### src/rtl/fetch_unit.sv
// Instruction fetch stage: owns the PC and a program memory loaded while idle,
// and presents one instruction per cycle with stall, redirect-squash and halt handling.
module fetch_unit #(
  parameter int unsigned        ADDR_W   = 8,
  parameter int unsigned        INSTR_W  = 16,
  parameter logic [INSTR_W-1:0] NOP_WORD = 16'hE800,
  parameter logic [4:0]         HALT_OP  = 5'b11111
) (
  input  logic               clk,
  input  logic               reset,
  input  logic               prog_we,
  input  logic [ADDR_W-1:0]  prog_addr,
  input  logic [INSTR_W-1:0] prog_data,
  input  logic               run,
  input  logic               stall,
  input  logic               redirect_valid,
  input  logic [ADDR_W-1:0]  redirect_pc,
  output logic [INSTR_W-1:0] instr,
  output logic               instr_valid,
  output logic [ADDR_W-1:0]  fetch_pc,
  output logic               halted
);

  localparam int unsigned       DEPTH   = 1 << ADDR_W;
  localparam logic [ADDR_W-1:0] LAST_PC = '1;

  typedef enum logic [1:0] {S_IDLE, S_FETCH, S_LAST, S_HALT} state_e;

  state_e               state_q, state_d;
  logic [ADDR_W-1:0]    pc_q, pc_d;
  logic [INSTR_W-1:0]   instr_q, instr_d;
  logic                 instr_valid_q, instr_valid_d;
  logic [ADDR_W-1:0]    fetch_pc_q, fetch_pc_d;
  logic                 halted_q, halted_d;
  logic                 mem_we_c;
  logic                 halt_word_c;
  logic [INSTR_W-1:0]   mem_q [DEPTH];

  assign halt_word_c = instr_valid_q && (instr_q[INSTR_W-1 -: 5] == HALT_OP);

  // Next-state and next-output logic; redirect outranks stall, stall outranks halt.
  always_comb begin
    state_d       = state_q;
    pc_d          = pc_q;
    instr_d       = instr_q;
    instr_valid_d = instr_valid_q;
    fetch_pc_d    = fetch_pc_q;
    halted_d      = halted_q;
    mem_we_c      = 1'b0;
    unique case (state_q)
      S_IDLE: begin
        mem_we_c = prog_we;
        if (run) begin
          state_d = S_FETCH;
          pc_d    = '0;
        end
      end
      S_FETCH, S_LAST: begin
        if (redirect_valid) begin
          state_d       = S_FETCH;
          pc_d          = redirect_pc;
          instr_d       = NOP_WORD;
          instr_valid_d = 1'b0;
        end else if (!stall) begin
          if (halt_word_c || (state_q == S_LAST)) begin
            state_d       = S_HALT;
            instr_d       = NOP_WORD;
            instr_valid_d = 1'b0;
            halted_d      = 1'b1;
          end else begin
            instr_d       = mem_q[pc_q];
            instr_valid_d = 1'b1;
            fetch_pc_d    = pc_q;
            // Sequential fetch stops at the top of memory instead of wrapping.
            if (pc_q == LAST_PC) state_d = S_LAST;
            else                 pc_d    = pc_q + ADDR_W'(1);
          end
        end
      end
      S_HALT: begin
        instr_d       = NOP_WORD;
        instr_valid_d = 1'b0;
        halted_d      = 1'b1;
      end
      default: state_d = S_IDLE;
    endcase
  end

  always_ff @(posedge clk) begin
    if (reset) begin
      state_q       <= S_IDLE;
      pc_q          <= '0;
      instr_q       <= NOP_WORD;
      instr_valid_q <= 1'b0;
      fetch_pc_q    <= '0;
      halted_q      <= 1'b0;
    end else begin
      state_q       <= state_d;
      pc_q          <= pc_d;
      instr_q       <= instr_d;
      instr_valid_q <= instr_valid_d;
      fetch_pc_q    <= fetch_pc_d;
      halted_q      <= halted_d;
    end
  end

  // Program memory is never cleared so a reset and rerun replays the same program.
  always_ff @(posedge clk) begin
    if (mem_we_c && !reset) mem_q[prog_addr] <= prog_data;
  end

  assign instr       = instr_q;
  assign instr_valid = instr_valid_q;
  assign fetch_pc    = fetch_pc_q;
  assign halted      = halted_q;

endmodule

### config.mk
export PLATFORM = sky130hd
export DESIGN_NAME = fetch_unit
export DESIGN_NICKNAME = d
export VERILOG_FILES = /design/src/rtl/fetch_unit.sv
export SDC_FILE = /design/constraint.sdc
export NUM_CORES = 2
export LEC_CHECK = 0
export ABC_AREA = 1
export BUFFER_PORTS_ARGS = -buffer_cell sky130_fd_sc_hd__buf_4
export CORE_MARGIN = 2
export CORE_UTILIZATION = 35
export DETAILED_ROUTE_END_ITERATION = 12
export PLACE_DENSITY_LB_ADDON = 0.12
export SLEW_MARGIN = 10
export SYNTH_ARGS = -nofsm -noshare
export SYNTH_HDL_FRONTEND = slang
export SYNTH_SLANG_ARGS = --single-unit
### constraint.sdc
create_clock -name clk -period 3.15 [get_ports clk]
set_input_delay 0.315 -clock clk [delete_from_list [all_inputs] [get_ports clk]]
set_output_delay 0.315 -clock clk [all_outputs]
set_load 0.005 [all_outputs]
## Yosys cells after proc, flatten, opt, wreduce, memory -nomap -nowiden

Memories as Yosys holds them, arrays and structs flattened. A register that Yosys moved wholly into a read port is not among the register bits.
Cells that the tools add are included.
Widths: inputs -> output; s select.

| storage, ports and cells | value |
|---|---|
| output and inout bits | 26 |
| memories | 1 |
| bits in registers | 36 |
| input port bits | 38 |
| logic and storage cells | 66 |
| bits in writable memories | 4096 |

Memories:

| memory | words | bits a word | rd ports | clocked after memory_dff | write ports | RTL line | source |
|---|---|---|---|---|---|---|---|
| mem_q | 256 | 16 | 1 | 1 | 1 | 37 | `logic [INSTR_W-1:0] mem_q [DEPTH];` |

| operators by class | value |
|---|---|
| reduce and logical (&&, ||, !) cells | 13 |
| $add $sub $neg | 1 |
| bitwise operators | 3 |
| multiplexer cells | 29 |
| eq/ne operators | 13 |

Operators by type and width:

| kind | count |
|---|---|
| $mux 8 | 7 |
| $mux 16 | 3 |
| $pmux 16 s2 | 1 |
| $pmux 8 s2 | 1 |
| $reduce_and 4->1 | 3 |
| $mux 2 | 5 |
| $mux 1 | 9 |
| $ne 3x3->1 const B | 3 |
| $add 8x1->8 const B | 1 |
| $eq 8x8->1 const B | 1 |
| $ne 2x2->1 const B | 4 |
| $eq 5x5->1 const B | 1 |
| $reduce_and 5->1 | 1 |
| $eq 2x2->1 const B | 2 |
| $ne 4x4->1 const B | 1 |
| $pmux 1 s2 | 2 |
| $pmux 2 s2 | 1 |
| $reduce_bool 2->1 | 2 |
| $not 1->1 | 3 |
| $eq 2x1->1 const B | 1 |
| $logic_and 1x1->1 | 2 |
| $logic_not 2->1 | 1 |
| $reduce_and 2->1 | 1 |
| $reduce_or 2->1 | 1 |
| other kinds (2) | 2 |

## Longest topological paths before layout

| logic depth | value |
|---|---|
| word-level depth | 9 |
| depth in mapped cells | 17 |
| gate-level depth less buffers | 13 |

## Least setup slack after synthesis

Ideal clock, no wire load.

| path | value |
|---|---|
| path kind | flip-flop to flip-flop |
| from | register state_q[0] |
| to | memory mem_q[100][0] (enable) |
| arrival | 2082 ps |
| data required time | 2762 ps |
| period minus slack after synthesis | 2471 ps |
| cell stages (with the launch flop) | 8 |
| buffers on the path | 1 |
| path slack | 679 ps |
| cells stage by stage | dfxtp_1 > inv_1 > ha_1 > nand3_1 > nor3_1 > nand2_1 > clkbuf_1 > nor2_1 |

| between the ends | value |
|---|---|
| longest elaborated chain between the ends | 5 |

Ends and longest elaborated chain:

| element | RTL line | source |
|---|---|---|
| from (decl) | 29 | `state_e state_q, state_d;` |
| from (signal assigned) | 98 | `state_q <= state_d;` |
| $logic_not 2->1 | 50 | `unique case (state_q)` |
| $mux 1 | 50 |  |
| $logic_and 1x1->1 | 109 | `if (mem_we_c && !reset) mem_q[prog_addr] <= prog_data;` |
| $mux 1 | 109 |  |
| $mux 1 (not written as such) | 109 |  |
| to (decl) | 37 |  |

No other way between the ends.

==> flow_metrics.py <==
metrics = {
    "cts": {
        "cts_tree": "done",
        "cts_root_buffer": "clkbuf_16",
        "cts_buffers": 453,
        "clock-sinks": 4140,
        "cts_buffer_depth": 4,
        "cts-htree-levels": 5,
        "insertion_delay_ps": 1040,
        "clkTransAtPathRegs_ps": 60,
    },
    "floorplan": {
        "num_rows": 253,
        "die_x_um": 695,
        "die_area_um2": 482000,
        "core_um2": 475000,
        "die_y_um": 695,
        "pin_count": 64,
        "initial_core_util_pct": 35.1,
    },
    "sta": {
        "slew_viol_final": 0,
        "worst_slack_ps": -61.1,
        "hold_viol": 0,
        "skew_ps": 64.0,
        "clock.fmax_mhz": 311,
        "tightest_slew_ps": 1100,
        "fin_crit_sh_pct": 102,
        "grt_setup_unrepaired": "true",
        "min_period_ps": 3210,
        "setup_viol": 2,
        "slew_headroom_pct": 26.7,
    },
    "synth": {
        "ys_ff_latch": 4140,
        "synth_area_leaders": "edfxtp_1 74%, nand3_1 12%, nand2_1 9.4%",
        "ys_warn_count": 0,
        "synth_area_per_cell_um2": 12.1,
        "yosysSeqAreaShare_pct": 74.2,
        "ys_types": 29,
        "synth-main-ff-cell": "edfxtp_1",
        "synth_area_leader_cell": "edfxtp_1",
        "synth_area_um2": 167000,
        "synth_top_area_share_pct": 73.7,
        "syn_nets": 13800,
        "synth-edff-count": 4096,
        "synthArstFlopShare_pct": 0,
        "synth_cells": 13800,
    },
    "critical_path": {
        "cp-start-kind": "flop",
        "cp.required_ps": 4020,
        "cp_cell_sequence": "inv_12, buf_12, buf_12, buf_4, nand3_1, nand3_1, nand3_1, nand3_1, nand3_1, nand3_4, nand3_2, nand3_1, a21oi_1",
        "endpoint_kind": "flop",
        "crit_top_cell": "nand3_1",
        "path_class": "flop to flop",
        "cp_slowest_cell": "dfxtp_4",
        "path_max_fanout": 15,
        "slowest_delay_ps": 420,
        "crit_arrival_ps": 4080,
    },
    "run_status": {
        "status": "finished, violations left",
        "violations": "setup timing",
    },
    "grt": {
        "grtUsageTotal_pct": 22.8,
        "grt_pass1_vias": 106000,
        "grt-ovfl-total": 0,
        "grt_max_degree": 91,
        "antenna_found_initial": 37,
        "grt_first_pass_wirelength_um": 800000,
    },
    "detailed_routing": {
        "vias": 110000,
        "first_pass_iters": 5,
        "drc_errors": 0,
        "drt_iter0_drc": 11700,
        "routed_wl_um": 562000,
        "post_drt_wl_per_cell_um": 26.8,
        "viasPerCell": 5.25,
        "antenna_left": 0,
    },
    "final_layout": {
        "area_growth_syn_to_layout_pct": 17.2,
        "fin_cells": 21000,
        "stdcell_area_um2": 196000,
        "drive_gt1_share_pct": 11.8,
        "num-nets-final": 14400,
        "fill_cells": 44900,
        "multiInputGateArea_um2": 38200,
        "layout_commonest_cell": "nand2_1",
        "most-common-layout-cells": "4171 x nand2_1, 4096 x edfxtp_1, 4039 x nand3_1",
        "regArea_um2": 124000,
        "postLayoutCoreUtil_pct": 41.2,
    },
    "power": {
        "power_mw": 147,
        "power_leakage_nw": 68.4,
        "p_per_area_nw_per_um2": 750,
        "vdd_drop_max_mv": 0.517,
    },
    "place": {
        "dpl_worst_slack_ps": -369,
        "port_buffers": 63,
        "place_hpwl_um": 342000,
        "routabilityCongestion": 0.827,
        "placement.cell_area_um2": 181000,
        "placedCellCount": 20100,
    },
    "job": {
        "drv_cap": 0,
    },
    "min_path": {
        "min_path_type": "primary input to flop",
    },
}
==> through the flow <==
stage / TNS (ps) / hold WS (ps)
detailed placement: -2710 / 447
global placement: -2810 / 444
finish: -86.2 / 151
CTS: -76.4 / 125
global route: -76.0 / 176
floorplan: 0 / 414
==> what timing repair did <==
item	4_1_cts	5_1_grt
setup endpoints to repair	14	17
pin swaps	0	1
resized for setup	34	26
buffers inserted	0	6
hold endpoints to repair	1829	0
hold buffers	37	0
cloned	0	1
==> flip-flops by register name (all words and copies together), names as in the netlist, named ones only <==
name / flops
pc_q: 8
state_q: 2
instr_valid: 1
fetch_pc: 8
instr: 16
mem_q: 4096
halted: 1
==> layout make-up <==
class                           instances  share of cell area [%]
Inverter                               41                   0.104
Multi-Input combinational cell       8635                    19.5
Clock buffer                          581                    6.10
Clock inverter                        253                    1.09
Timing Repair Buffer                 1061                    5.82
Antenna cell                           14                  0.0179
Tap cell                             6247                    4.00
Sequential cell                      4140                    63.4
==> where the power goes <==
part | internal (mW) | switching [mW] | total (mW) | leakage, nW
clock network | 28.9 | 22.4 | 51.2 | 6.85
logic | 10.2 | 24.4 | 34.7 | 24.4
registers | 60.6 | 0.240 | 60.9 | 37.2
==> critical path: cells and delay by family (launching register included) <==
family / cells / cell delay [ps]
AO/OA/AOI/OAI: 1 / 80
buffers and inverters: 4 / 910
flip-flops: 1 / 420
AND/OR/NAND/NOR: 8 / 1620
==> routing by layer <==
metal | up-vias | wire length (um) | track usage (%)
met5 | - | 33 | 0
met4 | 4 | 13700 | 5.33
met3 | 636 | 34800 | 3.26
met2 | 3345 | 260000 | 36.2
met1 | 55800 | 254000 | 32.9
li1 | 50400 | - | -
==> kinds of logic (layout without fill, tap and decap cells) <==
| group | after synthesis | in the layout | synth area share, % |
|---|---|---|---|
| other | 0 | 14 | 0 |
| adders and majority gates | 5 | 5 | 0.0375 |
| DFF | 4140 | 4140 | 74.2 |
| muxes | 1 | 1 | 0.00600 |
| buffers and inverters | 986 | 1936 | 3.18 |
| and+or+nand+nor | 8568 | 8568 | 22.3 |
| AOI/OAI and AO/OA | 61 | 61 | 0.197 |
==> cell usage after synthesis (2+ instances only) <==
cell and instances:
nor3_1 4, nand2_1 4187, buf_8 3, dfxtp_1 44, a31oi_1 4, ha_1 5
inv_1 36, inv_2 4, a21oi_1 35, nor2_1 293, clkbuf_1 166, buf_6 68
edfxtp_1 4096, buf_1 113, o21ai_0 17, buf_4 128, nand3_1 4079, nor2_4 2
buf_2 467
==> path summary, 6_finish.rpt <==
check	from	to	slack, ps	cells past startpoint
worst max-delay path	flop	instr[1]	-60	13
worst min-delay path	redirect_pc[7]	flop	150	4
worst max register to register	flop	instr[1]	-60	13
worst min register to register	halted	halted	460	2
(Power assumes the default switching activity.)
